$ cat config.mk
export PLATFORM = sky130hd
export DESIGN_NAME = prbs_symbol_generator_flat
export DESIGN_NICKNAME = d
export VERILOG_FILES = /design/src/rtl/prbs_symbol_generator_pkg.sv /design/src/rtl/prbs_symbol_generator_if.sv /design/src/rtl/prbs_symbol_generator_lfsr_step.sv /design/src/rtl/prbs_symbol_generator.sv /design/src/flat_wrapper.sv
export SDC_FILE = /design/constraint.sdc
export NUM_CORES = 1
export LEC_CHECK = 0
export CELL_PAD_IN_SITES_DETAIL_PLACEMENT = 0
export CELL_PAD_IN_SITES_GLOBAL_PLACEMENT = 1
export CORE_MARGIN = 2
export CORE_UTILIZATION = 42
export DETAILED_ROUTE_END_ITERATION = 10
export PLACE_DENSITY = 0.86
export SYNTH_ARGS = -nofsm -noshare
export SYNTH_HDL_FRONTEND = slang
export SYNTH_SLANG_ARGS = --single-unit
export TNS_END_PERCENT = 50
$ cat constraint.sdc
create_clock -name clk -period 4.25 [get_ports clk]
set_input_delay 0.85 -clock clk [delete_from_list [all_inputs] [get_ports clk]]
set_output_delay 0.85 -clock clk [all_outputs]
set_load 0.005 [all_outputs]
$ cat src/rtl/prbs_symbol_generator_pkg.sv
// ---------------------------------------------------------------------------
// ofdm_gen_pkg
// Shared definitions for the PRBS symbol generator:
//   - mode_e       : source select (PRBS7, PRBS15, counter, fixed pattern)
//   - LFSR_W       : width of the shared LFSR register (15)
//   - *_TAPS       : feedback tap masks for x^7+x^6+1 and x^15+x^14+1
//   - guard_seed() : replaces an all-zero active seed with all-ones
// ---------------------------------------------------------------------------
package ofdm_gen_pkg;

  localparam int LFSR_W = 15;

  typedef enum logic [1:0] {
    MODE_PRBS7  = 2'd0,
    MODE_PRBS15 = 2'd1,
    MODE_CNT    = 2'd2,
    MODE_FIXED  = 2'd3
  } mode_e;

  // Feedback is the XOR of the tapped bits of the current state.
  localparam logic [LFSR_W-1:0] PRBS7_TAPS  = 15'h0060;  // bits 6,5
  localparam logic [LFSR_W-1:0] PRBS15_TAPS = 15'h6000;  // bits 14,13
  localparam logic [LFSR_W-1:0] PRBS7_MASK  = 15'h007F;

  // An all-zero LFSR locks up, so a zero in the active width is forced to
  // all-ones. For PRBS7 only the low 7 bits are active.
  function automatic logic [LFSR_W-1:0] guard_seed(input logic [LFSR_W-1:0] s,
                                                   input logic              wide);
    logic [LFSR_W-1:0] r;
    r = s;
    if (wide) begin
      if (s == '0) r = '1;
    end else if ((s & PRBS7_MASK) == '0) begin
      r = s | PRBS7_MASK;
    end
    return r;
  endfunction

endpackage

$ cat src/rtl/prbs_symbol_generator_if.sv
// ---------------------------------------------------------------------------
// prbs_symbol_generator_if
// Symbol stream towards the mapper with valid/ready handshake and framing.
//   data  : SYM_W-bit symbol
//   valid : symbol valid (source)
//   ready : sink accepts (sink)
//   sof   : first symbol of frame
//   eof   : last symbol of frame
// Modports: master (generator side), slave (mapper side).
// ---------------------------------------------------------------------------
interface prbs_symbol_generator_if #(
  parameter int SYM_W = 4
);
  logic [SYM_W-1:0] data;
  logic             valid;
  logic             ready;
  logic             sof;
  logic             eof;

  modport master (output data, output valid, output sof, output eof, input ready);
  modport slave  (input data, input valid, input sof, input eof, output ready);
endinterface

$ cat src/rtl/prbs_symbol_generator_lfsr_step.sv
// ---------------------------------------------------------------------------
// lfsr_step
// Combinational N-step advance of the shared Fibonacci, shift-left LFSR.
//   state      : current 15-bit LFSR state
//   wide       : 1 = PRBS15 (x^15+x^14+1), 0 = PRBS7 (x^7+x^6+1) on bits [6:0]
//   state_next : state after N steps
//   bits       : the N output bits, first bit in bits[N-1]
// The output bit of each step is the MSB of the active width before shifting.
// In PRBS7 mode bits [14:7] are carried through untouched.
// ---------------------------------------------------------------------------
module lfsr_step
  import ofdm_gen_pkg::*;
#(
  parameter int N = 4
) (
  input  logic [LFSR_W-1:0] state,
  input  logic              wide,
  output logic [LFSR_W-1:0] state_next,
  output logic [N-1:0]      bits
);

  always_comb begin
    logic [LFSR_W-1:0] s;
    logic              fb;
    s    = state;
    fb   = 1'b0;
    bits = '0;
    for (int i = 0; i < N; i++) begin
      bits[N-1-i] = wide ? s[LFSR_W-1] : s[6];
      fb          = ^(s & (wide ? PRBS15_TAPS : PRBS7_TAPS));
      s           = wide ? {s[LFSR_W-2:0], fb} : {s[LFSR_W-1:7], s[5:0], fb};
    end
    state_next = s;
  end

endmodule

$ cat src/rtl/prbs_symbol_generator.sv
// ---------------------------------------------------------------------------
// prbs_symbol_generator
// Framed SYM_W-bit symbol source for the OFDM mapper. Sources: PRBS7, PRBS15,
// incrementing counter, fixed pattern. One symbol per cycle sustained.
//   clk, reset : clock and synchronous active-high reset
//   start      : frame request, honoured in IDLE (latches mode/pattern)
//   mode       : source select
//   pattern    : fixed-mode symbol
//   seed_load  : load seed into the LFSR, honoured in IDLE
//   seed       : seed value (PRBS7 uses seed[6:0])
//   sym        : symbol stream (data/valid/ready/sof/eof), master side
//   busy       : high while a frame is in progress
// The output register always holds the symbol on offer; the LFSR register
// already holds the state after that symbol's bits, so the next symbol is
// ready combinationally when the current one transfers.
// ---------------------------------------------------------------------------
module prbs_symbol_generator
  import ofdm_gen_pkg::*;
#(
  parameter int                SYM_W     = 4,
  parameter int                FRAME_LEN = 64,
  parameter logic [LFSR_W-1:0] SEED      = 15'h7FFF
) (
  input  logic                          clk,
  input  logic                          reset,
  input  logic                          start,
  input  logic [1:0]                    mode,
  input  logic [SYM_W-1:0]              pattern,
  input  logic                          seed_load,
  input  logic [LFSR_W-1:0]             seed,
  prbs_symbol_generator_if.master       sym,
  output logic                          busy
);

  localparam int              IDX_W    = (FRAME_LEN > 1) ? $clog2(FRAME_LEN) : 1;
  localparam logic [IDX_W-1:0] LAST_IDX = IDX_W'(FRAME_LEN - 1);

  typedef enum logic {ST_IDLE, ST_RUN} state_e;

  state_e            state_reg, state_next;
  logic [LFSR_W-1:0] lfsr_reg, lfsr_next;
  mode_e             mode_reg, mode_next;
  logic [SYM_W-1:0]  pattern_reg, pattern_next;
  logic [IDX_W-1:0]  idx_reg, idx_next;
  logic [SYM_W-1:0]  data_reg, data_next;
  logic              valid_reg, valid_next;
  logic              sof_reg, sof_next;
  logic              eof_reg, eof_next;

  logic              idle;
  logic              fire;
  mode_e             gen_mode;
  logic [SYM_W-1:0]  gen_pattern;
  logic [IDX_W-1:0]  gen_idx;
  logic [LFSR_W-1:0] gen_src;
  logic              gen_prbs;
  logic [LFSR_W-1:0] step_state;
  logic [SYM_W-1:0]  step_bits;
  logic [SYM_W-1:0]  gen_sym;

  assign idle = (state_reg == ST_IDLE);
  assign fire = valid_reg & sym.ready;

  // In IDLE the candidate symbol is the first of a new frame, built from the
  // live inputs that start is about to latch; in RUN it is the next symbol of
  // the current frame built from the latched settings.
  assign gen_mode    = idle ? mode_e'(mode) : mode_reg;
  assign gen_pattern = idle ? pattern : pattern_reg;
  assign gen_idx     = idle ? '0 : idx_reg + IDX_W'(1);
  assign gen_prbs    = (gen_mode == MODE_PRBS7) || (gen_mode == MODE_PRBS15);

  // A seed loaded in the same cycle as start feeds the first symbol directly.
  assign gen_src = (idle && seed_load) ? guard_seed(seed, gen_mode != MODE_PRBS7)
                                       : lfsr_reg;

  lfsr_step #(.N(SYM_W)) u_step (
    .state      (gen_src),
    .wide       (gen_mode == MODE_PRBS15),
    .state_next (step_state),
    .bits       (step_bits)
  );

  always_comb begin
    gen_sym = step_bits;
    case (gen_mode)
      MODE_CNT:   gen_sym = SYM_W'(gen_idx);
      MODE_FIXED: gen_sym = gen_pattern;
      default:    gen_sym = step_bits;
    endcase
  end

  always_comb begin
    state_next   = state_reg;
    lfsr_next    = lfsr_reg;
    mode_next    = mode_reg;
    pattern_next = pattern_reg;
    idx_next     = idx_reg;
    data_next    = data_reg;
    valid_next   = valid_reg;
    sof_next     = sof_reg;
    eof_next     = eof_reg;
    case (state_reg)
      ST_IDLE: begin
        if (seed_load) lfsr_next = gen_src;
        if (start) begin
          state_next   = ST_RUN;
          mode_next    = gen_mode;
          pattern_next = pattern;
          idx_next     = '0;
          data_next    = gen_sym;
          valid_next   = 1'b1;
          sof_next     = 1'b1;
          eof_next     = 1'b0;  // frames hold at least two symbols
          if (gen_prbs) lfsr_next = step_state;
        end
      end
      ST_RUN: begin
        if (fire) begin
          if (eof_reg) begin
            state_next = ST_IDLE;
            data_next  = '0;
            valid_next = 1'b0;
            sof_next   = 1'b0;
            eof_next   = 1'b0;
          end else begin
            idx_next  = gen_idx;
            data_next = gen_sym;
            sof_next  = 1'b0;
            eof_next  = (gen_idx == LAST_IDX);
            if (gen_prbs) lfsr_next = step_state;
          end
        end
      end
      default: state_next = ST_IDLE;
    endcase
  end

  always_ff @(posedge clk) begin
    if (reset) begin
      state_reg   <= ST_IDLE;
      lfsr_reg    <= SEED;
      mode_reg    <= MODE_PRBS7;
      pattern_reg <= '0;
      idx_reg     <= '0;
      data_reg    <= '0;
      valid_reg   <= 1'b0;
      sof_reg     <= 1'b0;
      eof_reg     <= 1'b0;
    end else begin
      state_reg   <= state_next;
      lfsr_reg    <= lfsr_next;
      mode_reg    <= mode_next;
      pattern_reg <= pattern_next;
      idx_reg     <= idx_next;
      data_reg    <= data_next;
      valid_reg   <= valid_next;
      sof_reg     <= sof_next;
      eof_reg     <= eof_next;
    end
  end

  assign sym.data  = data_reg;
  assign sym.valid = valid_reg;
  assign sym.sof   = sof_reg;
  assign sym.eof   = eof_reg;
  assign busy      = (state_reg == ST_RUN);

endmodule

$ cat src/flat_wrapper.sv
// flat-port wrapper written by rule: the top's interface ports become plain ports
module prbs_symbol_generator_flat import ofdm_gen_pkg::*;
#(
  parameter int                SYM_W     = 4,
  parameter int                FRAME_LEN = 64,
  parameter logic [LFSR_W-1:0] SEED      = 15'h7FFF
)
  (clk, reset, start, mode, pattern, seed_load, seed, busy, sym_data, sym_valid, sym_sof, sym_eof, sym_ready);
  prbs_symbol_generator_if #(.SYM_W(SYM_W)) sym_i ();
  input  logic clk;
  input  logic reset;
  input  logic start;
  input  logic [1:0] mode;
  input  logic [SYM_W-1:0] pattern;
  input  logic seed_load;
  input  logic [LFSR_W-1:0] seed;
  output logic busy;
  output wire logic [$bits(sym_i.data)-1:0] sym_data;
  output wire logic [$bits(sym_i.valid)-1:0] sym_valid;
  output wire logic [$bits(sym_i.sof)-1:0] sym_sof;
  output wire logic [$bits(sym_i.eof)-1:0] sym_eof;
  input wire logic [$bits(sym_i.ready)-1:0] sym_ready;
  assign sym_data = sym_i.data;
  assign sym_valid = sym_i.valid;
  assign sym_sof = sym_i.sof;
  assign sym_eof = sym_i.eof;
  assign sym_i.ready = sym_ready;
  prbs_symbol_generator #(.SYM_W(SYM_W), .FRAME_LEN(FRAME_LEN), .SEED(SEED)) u_core (.clk(clk), .reset(reset), .start(start), .mode(mode), .pattern(pattern), .seed_load(seed_load), .seed(seed), .sym(sym_i), .busy(busy));
endmodule
==> results of run 1 <==
## routing by layer
layer / part of all wire, % / GRT usage (%)
met4: 0.71 / 4.82
met1: 50 / 32.5
met5: 0 / 0
met2: 44 / 32.3
met3: 5.5 / 4.19
## worst max-delay path: stages
cell and delay, ns:
sky130_fd_sc_hd__clkdlybuf4s50_1 0.52, sky130_fd_sc_hd__nor4_4 0.42, sky130_fd_sc_hd__a211oi_1 0.18, sky130_fd_sc_hd__or3_1 0.46, sky130_fd_sc_hd__a32o_1 0.29, sky130_fd_sc_hd__xnor2_1 0.16
sky130_fd_sc_hd__o221ai_1 0.14
## area by class of cell
cell class	instances	area share, %
multi-input combinational	246	53.7
sequential	35	25.3
timing repair buffer	38	13.3
tap	70	3.17
clock buffer	6	2.99
clock inverter	2	1.27
inverter	2	0.271
## cells in the mapped netlist, types with 2 or more instances
| library cell | count | share of area (%) |
|---|---|---|
| sky130_fd_sc_hd__a21oi_1 | 21 | 4.6 |
| sky130_fd_sc_hd__nor4_4 | 2 | 1.9 |
| sky130_fd_sc_hd__o21a_1 | 3 | 0.99 |
| sky130_fd_sc_hd__a22o_1 | 2 | 0.77 |
| sky130_fd_sc_hd__o31ai_1 | 5 | 1.7 |
| sky130_fd_sc_hd__o22a_1 | 2 | 0.77 |
| sky130_fd_sc_hd__nand3_1 | 10 | 2.2 |
| sky130_fd_sc_hd__or3_1 | 6 | 1.7 |
| sky130_fd_sc_hd__buf_2 | 3 | 0.66 |
| sky130_fd_sc_hd__a22oi_1 | 2 | 0.66 |
| sky130_fd_sc_hd__inv_1 | 2 | 0.33 |
| sky130_fd_sc_hd__dfxtp_1 | 35 | 31 |
| sky130_fd_sc_hd__a211oi_1 | 6 | 2.0 |
| sky130_fd_sc_hd__nand3b_1 | 3 | 0.99 |
| sky130_fd_sc_hd__nand2_1 | 51 | 8.5 |
| sky130_fd_sc_hd__o21ai_0 | 13 | 2.9 |
| sky130_fd_sc_hd__nor3_1 | 11 | 2.4 |
| sky130_fd_sc_hd__o211ai_1 | 5 | 1.7 |
| sky130_fd_sc_hd__nor2_1 | 31 | 5.1 |
| sky130_fd_sc_hd__nor2b_1 | 4 | 1.1 |
| sky130_fd_sc_hd__mux2i_1 | 11 | 4.9 |
| sky130_fd_sc_hd__nand2b_1 | 6 | 1.7 |
| sky130_fd_sc_hd__a31oi_1 | 8 | 2.2 |
| sky130_fd_sc_hd__xor2_1 | 6 | 2.3 |
| sky130_fd_sc_hd__o22ai_1 | 3 | 0.83 |
| sky130_fd_sc_hd__and2_1 | 2 | 0.55 |
| sky130_fd_sc_hd__clkbuf_1 | 13 | 2.2 |
| sky130_fd_sc_hd__buf_1 | 2 | 0.33 |
| sky130_fd_sc_hd__a2111oi_0 | 2 | 0.77 |
| sky130_fd_sc_hd__xnor2_1 | 8 | 3.1 |
| sky130_fd_sc_hd__a211o_1 | 2 | 0.77 |
## kinds of logic (layout without fill, tap and decap cells)
logic type	count (synthesis)	in the layout	synth area share, %
simple gates	133	133	29.2
fa+ha+maj	1	1	0.553
flops	35	35	31.0
mux	12	12	5.36
compound gates	86	86	25.0
buf+inv	20	48	3.48
xor+xnor	14	14	5.42
## worst paths after layout
path | slack, ns | cells past startpoint | endpoint
worst max-delay path | 1.39 | 7 | u_core.lfsr_reg[0]$_SDFFE_PP1P_
worst min register to register | 0.45 | 2 | u_core.sym.data[3]$_SDFFE_PP0P_
worst max register to register | 1.78 | 6 | u_core.lfsr_reg[0]$_SDFFE_PP1P_
worst min-delay path | 0.45 | 2 | u_core.sym.data[3]$_SDFFE_PP0P_
## report_power, final
group          internal [mW]  switching [mW]
Sequential             0.356          0.0224
Combinational          0.105           0.128
Clock                  0.190           0.121
## per-stage QoR
stage / power, mW / std cells / setup slack, ns
final: 0.923 / 399 / 1.39
after global routing: 0.970 / 399 / 1.25
after CTS: 0.927 / 399 / 1.41
after detailed placement: 0.615 / 391 / 1.12
after global placement: 0.615 / 391 / 1.16
after floorplan: 0.526 / 301 / 1.80
==> results by stage, run 1 <==
Finish:
- The total non-filler cell area in the finished layout is 0.00277 sq mm.
- The footprint of the multi-input gates is 0.00148 sq mm.
- In the layout the commonest cells are 51 x sky130_fd_sc_hd__nand2_1, 35 x sky130_fd_sc_hd__dfxtp_1, 33 x sky130_fd_sc_hd__clkdlybuf4s50_1.
- The filler cells instantiated in the layout total about 540.
- Cells fill 53.8% of the core in the end.
- The number of nets in the final layout is between 300 and 400.
- The leading cell type in the layout, fill and taps excluded is sky130_fd_sc_hd__nand2_1.
- Compared with the post-synthesis result, the final layout area differs by 22.2%.
- The post-route netlist has 6.08% of its cells at a drive strength greater than 1.
- The register cell area after layout is 701 sq um.
- The register with the most flip-flops in the layout has 15 of them.
- The number of antenna repair diodes is 0.

Route:
- Summed over all layers, the routed wires come to between 6000 and 7000 um.
- In the routed layout, each cell is associated on average with a via count of between 5 and 6.
- The routed layout has between 2000 and 2500 vias.
- The DRC violation count after routing is 0.
- The number of antenna-violating nets in the routed design is 0.
- For this block, the initial DRC count from the detailed router was 158.
- The per-cell routed wire length is about 16 um.
- Before antenna repair, the detailed router went through 5 iterations.

Setup path:
- The critical path capture point type is a flip-flop.
- In this run the worst path has a maximum fanout of 7.
- The startpoint of the worst register-to-register path is u_core.busy$_SDFF_PP0_.
- STA classifies the critical path startpoint as an input pin.
- The critical path start-end classification is in -> reg.
- At the worst endpoint, the required time is between 4 and 5 ns.
- The start point of the critical path is seed[13].
- Data arrives at the worst endpoint at roughly 3.0 ns.

Die:
- From bottom edge to top edge, the die measures between 70 and 80 um.
- The initial utilization of the core area, before any placement, comes to 44.0%.
- The top-level port count is 34.
- The floorplan step set the die width to between 70 and 80 um.
- The total core area is approximately 0.0051 sq mm.
- In this run the core area contains 26 standard-cell rows.
- The die covers 0.00599 sq mm.

CTS:
- The clock root buffer is sky130_fd_sc_hd__clkbuf_8.
- The clock sink total is 35.
- Once the clock tree was built, the setup fixing pass inserted 0 buffers.
- The clock transition at the register clock pins on the worst setup and hold paths after CTS is 0.07 ns.
- The post-cts repair resize count is 0.
- The H-tree depth is 2.
- The count of hold buffers inserted by post-cts repair is 0.
- The CTS tree is built.
- The maximum number of buffers from clock root to sink is 2.
- TritonCTS created 5 clock buffers.
- Clock latency on the worst-skew pair, taken at its later pin, is between 0.2 and 0.3 ns.

Global route:
- The number of antenna violations at the first check in global routing is 0.
- The wire length of the first global-routing pass is 10400 um.
- The total track usage is 21.8%.
- Global routing finished with a remaining overflow of 0.
- The via count of the first global-routing pass is between 2000 and 2500.
- The largest net degree at the start of global routing is 21.

Synthesis:
- The total number of yosys warnings is 0.
- The most used flip-flop cell after synthesis is sky130_fd_sc_hd__dfxtp_1.
- The mean instance size in the synthesized netlist is roughly 7.5 sq um.
- Synthesis inferred 35 register bits.
- The fraction of the yosys area taken by sequential cells is approximately 31%.
- The post-synthesis cell type count is 52.
- The synthesized netlist occupies a cell area of between 0.002 and 0.0025 sq mm.
- After synthesis, the share of flip-flops with an asynchronous set or reset is 0%.
- The number of nets in the synthesized netlist is around 330.
- After technology mapping, the gate count stands at between 300 and 400.
- The number of synthesized flops with an enable pin is 0.

Timing:
- Summed over all failing endpoints, the final setup total negative slack is 0 ns.
- The portion of the clock cycle consumed by the worst path in the final layout is about two thirds.
- The total setup violations reported at the end of the flow is 0.
- The clock period minus final worst setup slack is between 2 and 3 ns.
- The final count of pins violating max slew is 0.
- Timing would allow up to about 0.35 GHz.
- The pin slew with the least headroom to its limit is ~0.77 ns.
- Measured against its own limit, the worst slew margin works out to slightly below 50%.
- Clock skew on the completed layout was measured at ~0.011 ns.
- The total count of hold-check failures in the final report is 0.
- Hold timing on the final database bottoms out at a slack of 0.450 ns.
- Setup repair after global routing left no endpoint under its margin.

Run:
- Max-cap violations in this run came to 0.

Placed design:
- The global placer's final weighted congestion is between 0.9 and 1.
- The HPWL after detailed placement is 4730 um.
- The number of port buffers is 33.
- The placed instances occupy a cell area of ~0.0026 sq mm.

Pwr:
- Across the VDD grid, the largest voltage drop is around 0.19 mV.
- The power density relative to cell area is approximately 330 mW/mm^2.
- The reported leakage power is 0.974 nW.

Outcome:
- The flow ran to the end, and the final reports show no timing, DRC or antenna violations.

Hold path:
- The worst hold path startpoint is u_core.sym.data[3]$_SDFFE_PP0P_.
- The worst hold-check path type is reg -> reg.
Power figures use the tool's default switching activity.
==> run 2: changes to the inputs <==
--- a/config.mk
+++ b/config.mk
@@ -8,9 +8,9 @@
 export CELL_PAD_IN_SITES_DETAIL_PLACEMENT = 0
 export CELL_PAD_IN_SITES_GLOBAL_PLACEMENT = 1
 export CORE_MARGIN = 2
-export CORE_UTILIZATION = 42
+export CORE_UTILIZATION = 39
 export DETAILED_ROUTE_END_ITERATION = 10
-export PLACE_DENSITY = 0.86
+export PLACE_DENSITY = 0.81
 export SYNTH_ARGS = -nofsm -noshare
 export SYNTH_HDL_FRONTEND = slang
 export SYNTH_SLANG_ARGS = --single-unit
==> constraint.sdc (replaced) <==
create_clock -name clk -period 3 [get_ports clk]
set_input_delay 0.6 -clock clk [delete_from_list [all_inputs] [get_ports clk]]
set_output_delay 0.6 -clock clk [all_outputs]
set_load 0.005 [all_outputs]
==> results by stage, run 2 (same netlist as run 1, synthesis figures left out) <==
Timing:
- The clock period minus final worst setup slack is around 2.5 ns.
- The pin slew with the least headroom to its limit is 0.707 ns (-0.0592 ns).
- The total count of hold-check failures in the final report is 0 (unchanged).
- The total setup violations reported at the end of the flow is 0 (unchanged).
- The worst max-slew margin expressed relative to the limit is 51.6% (+3.2 points).
- The setup TNS after final layout is 0 ns (unchanged).
- The highest attainable clock frequency is just over 0.4 GHz.
- Setup repair after global routing left no endpoint under its margin.
- The worst clock skew on the final layout is 0.00396 ns (-0.00706 ns).
- The portion of the clock cycle consumed by the worst path in the final layout is about 80%.
- The setup slack after layout was 0.528 ns (-0.860 ns).
- The final count of pins violating max slew is 0 (unchanged).

Die:
- The horizontal die dimension is 80.2 um (+3.6%).
- The vertical die dimension came to 80.2 um (+3.6%).
- The top-level port count came to 34 (unchanged).
- The initial core utilization was 40.9% (-3.2 points).
- The total core area is 0.00554 sq mm (+7.8%).
- The number of placement rows is 27 (+3.8%).
- The floorplan die area came to 0.00643 sq mm (+7.3%).

CTS:
- The CTS tree is built.
- The total CTS buffers is 5 (unchanged).
- The clock transition at the register clock pins on the worst setup and hold paths after CTS came to 0.07 ns (about the same).
- The maximum number of buffers from clock root to sink is 2 (unchanged).
- The H-tree depth is 2 (unchanged).
- The number of buffers added for setup after CTS came to 0 (unchanged).
- The clock latency on the worst-skew pair came to 0.28 ns (about the same).
- The clock sink total is 35 (unchanged).
- The tree is rooted in a sky130_fd_sc_hd__clkbuf_8.
- The post-cts repair resize count is 0 (unchanged).
- The count of hold buffers inserted by post-cts repair is 0 (unchanged).

Finish:
- The number of flip-flops in the largest register came to 15 (unchanged).
- The number of nets in the final layout is 371 (+4.5%).
- The final instance count without filler cells came to 417 (+4.5%).
- The total non-filler cell area in the finished layout was 0.00287 sq mm (+3.8%).
- Leaving out fill and tap cells, the most frequent cells in the layout are 51 x sky130_fd_sc_hd__nand2_1, 35 x sky130_fd_sc_hd__dfxtp_1, 33 x sky130_fd_sc_hd__clkdlybuf4s50_1.
- The number of antenna repair diodes came to 0 (unchanged).
- The fraction of layout cells with a size suffix above 1 is 10.1% (+4.1 points).
- The synthesis-to-finish area growth is 26.8%.
- The leading cell type in the layout, fill and taps excluded is sky130_fd_sc_hd__nand2_1.

Pwr:
- The peak supply drop was 0.356 mV (+92%).
- The reported leakage power is 1.04 nW (+6.9%).
- The part of the power in combinational logic was 28.0% (+2.7 points).
- The power density relative to cell area is 442 mW/mm^2 (+33%).
- The net switching power of the design is 390 uW (+43%).
- The clock share of power is 30.0% (-3.7 points).
- The cell-internal power is 880 uW (+35%).
- The switching share of power was 30.7% (+1.2 points).
- The power share of the sequential group came to 42.0% (+1.0 points).

Global route:
- The largest net degree at the start of global routing is 29 (+38%).
- The total track usage is 21.8% (+0.051 points).
- The total grt overflow is 0 (unchanged).
- The via count of the first global-routing pass is 2176 (+2.9%).
- The wire length of the first global-routing pass is 10900 um (+4.3%).
- The number of antenna violations at the first check in global routing came to 0 (unchanged).

Run:
- The max-cap violation count is 0 (unchanged).

Setup path:
- The worst setup path is captured at a flip-flop.
- The critical path is of the in -> reg type.
- The endpoint arrival time on the critical path is 2.69 ns (-0.33 ns).
- The kind of launch point of the worst setup path is an input pin.
- The largest stage delay on the critical path is 0.52 ns (about the same).
- The data required time at the worst endpoint is 3.22 ns (-1.18 ns).
- On the critical path, the stage with the largest delay is an instance of sky130_fd_sc_hd__clkdlybuf4s50_1.
- The maximum fanout count along the critical path was 4 (-3).
- The signal on the critical path passes through clkdlybuf4s50_1, nor4_4, nand4_2, o31ai_1, o22ai_1, or2_0, a31oi_1.

Outcome:
- The flow ran to the end, and the final reports show no timing, DRC or antenna violations.

Placed design:
- The setup slack at placement was 0.227 ns (-0.893 ns).
- The global placer's final weighted congestion is 0.848 (-7.1%).
- The number of port buffers came to 33 (unchanged).
- The number of placed instances with taps included is 409 (+4.6%).
- The total placed instance area is 0.00277 sq mm (+4.6%).
- The HPWL after detailed placement is 5050 um (+6.9%).

Route:
- The total vias in the final route is 2294 (+1.4%).
- The iteration-0 DRC count of the detailed router was 96 (-39%).
- The per-cell routed wire length came to 15.7 um (-0.35%).
- The routed wire length came to 6560 um (+4.1%).
- The number of iterations in the first detailed-routing pass is 4 (-1).
- The DRC violation count after routing is 0 (unchanged).
- The number of antenna-violating nets in the routed design is 0 (unchanged).
- The average vias per placed instance is 5.50 (-3.0%).

Hold path:
- The worst hold path belongs to the class reg -> reg.
-- run 2: changes by cell type in the layout (fill, tap and decap cells not counted), sizes merged --
cell,delta
bufinv,-1
clkinv,-1
buf,+16
clkbuf,+2
-- run 2: path summary, 6_finish.rpt --
kind / depth (start not counted) / end / slack [ns] / startpoint
worst min-delay path: 2 / u_core.sym.data[3]$_SDFFE_PP0P_ / 0.44 / u_core.sym.data[3]$_SDFFE_PP0P_
worst max register to register: 6 / u_core.lfsr_reg[2]$_SDFFE_PP1P_ / 0.78 / u_core.busy$_SDFF_PP0_
worst min register to register: 2 / u_core.sym.data[3]$_SDFFE_PP0P_ / 0.44 / u_core.sym.data[3]$_SDFFE_PP0P_
worst max-delay path: 7 / u_core.lfsr_reg[7]$_SDFFE_PP1P_ / 0.53 / seed[12]
-- run 2: metrics by stage --
stage               hold slack (ns)  power, mW  util, %
floorplan                     0.431      0.746        -
finish                        0.445       1.27     51.8
global placement              0.432      0.893     50.0
detailed placement            0.440      0.895     50.0
global route                  0.485       1.34     51.8
CTS                           0.450       1.28     51.8
-- run 2: cell type report --
cell class                 instances  area, sq um
multi-input combinational        246         1480
fill                             589         2670
timing repair buffer              54          488
sequential                        35          701
clock buffer                       8          100
inverter                           2         7.51
tap                               72         90.1
-- run 2: power groups by stage --
stage	Combinational, mW	Sequential, mW	Clock [mW]
after floorplan	0.210	0.535	0
after global placement	0.350	0.543	0
after detailed placement	0.352	0.544	0
after CTS	0.354	0.533	0.391
after global routing	0.393	0.538	0.411
final	0.356	0.533	0.381
-- run 2: worst max-delay path, delay by kind of cell --
family / cells / cell delay, ns
compound gates: 3 / 0.81
simple gates: 3 / 0.76
buf+inv: 1 / 0.52
-- run 2: metal layers --
metal	part of all wire [%]	wire length, um	global-route usage (%)
met1	50	3310	31.8
met2	44	2890	33.1
met3	4.9	319	4.27
met4	0.64	42	4.75
met5	0	0	0
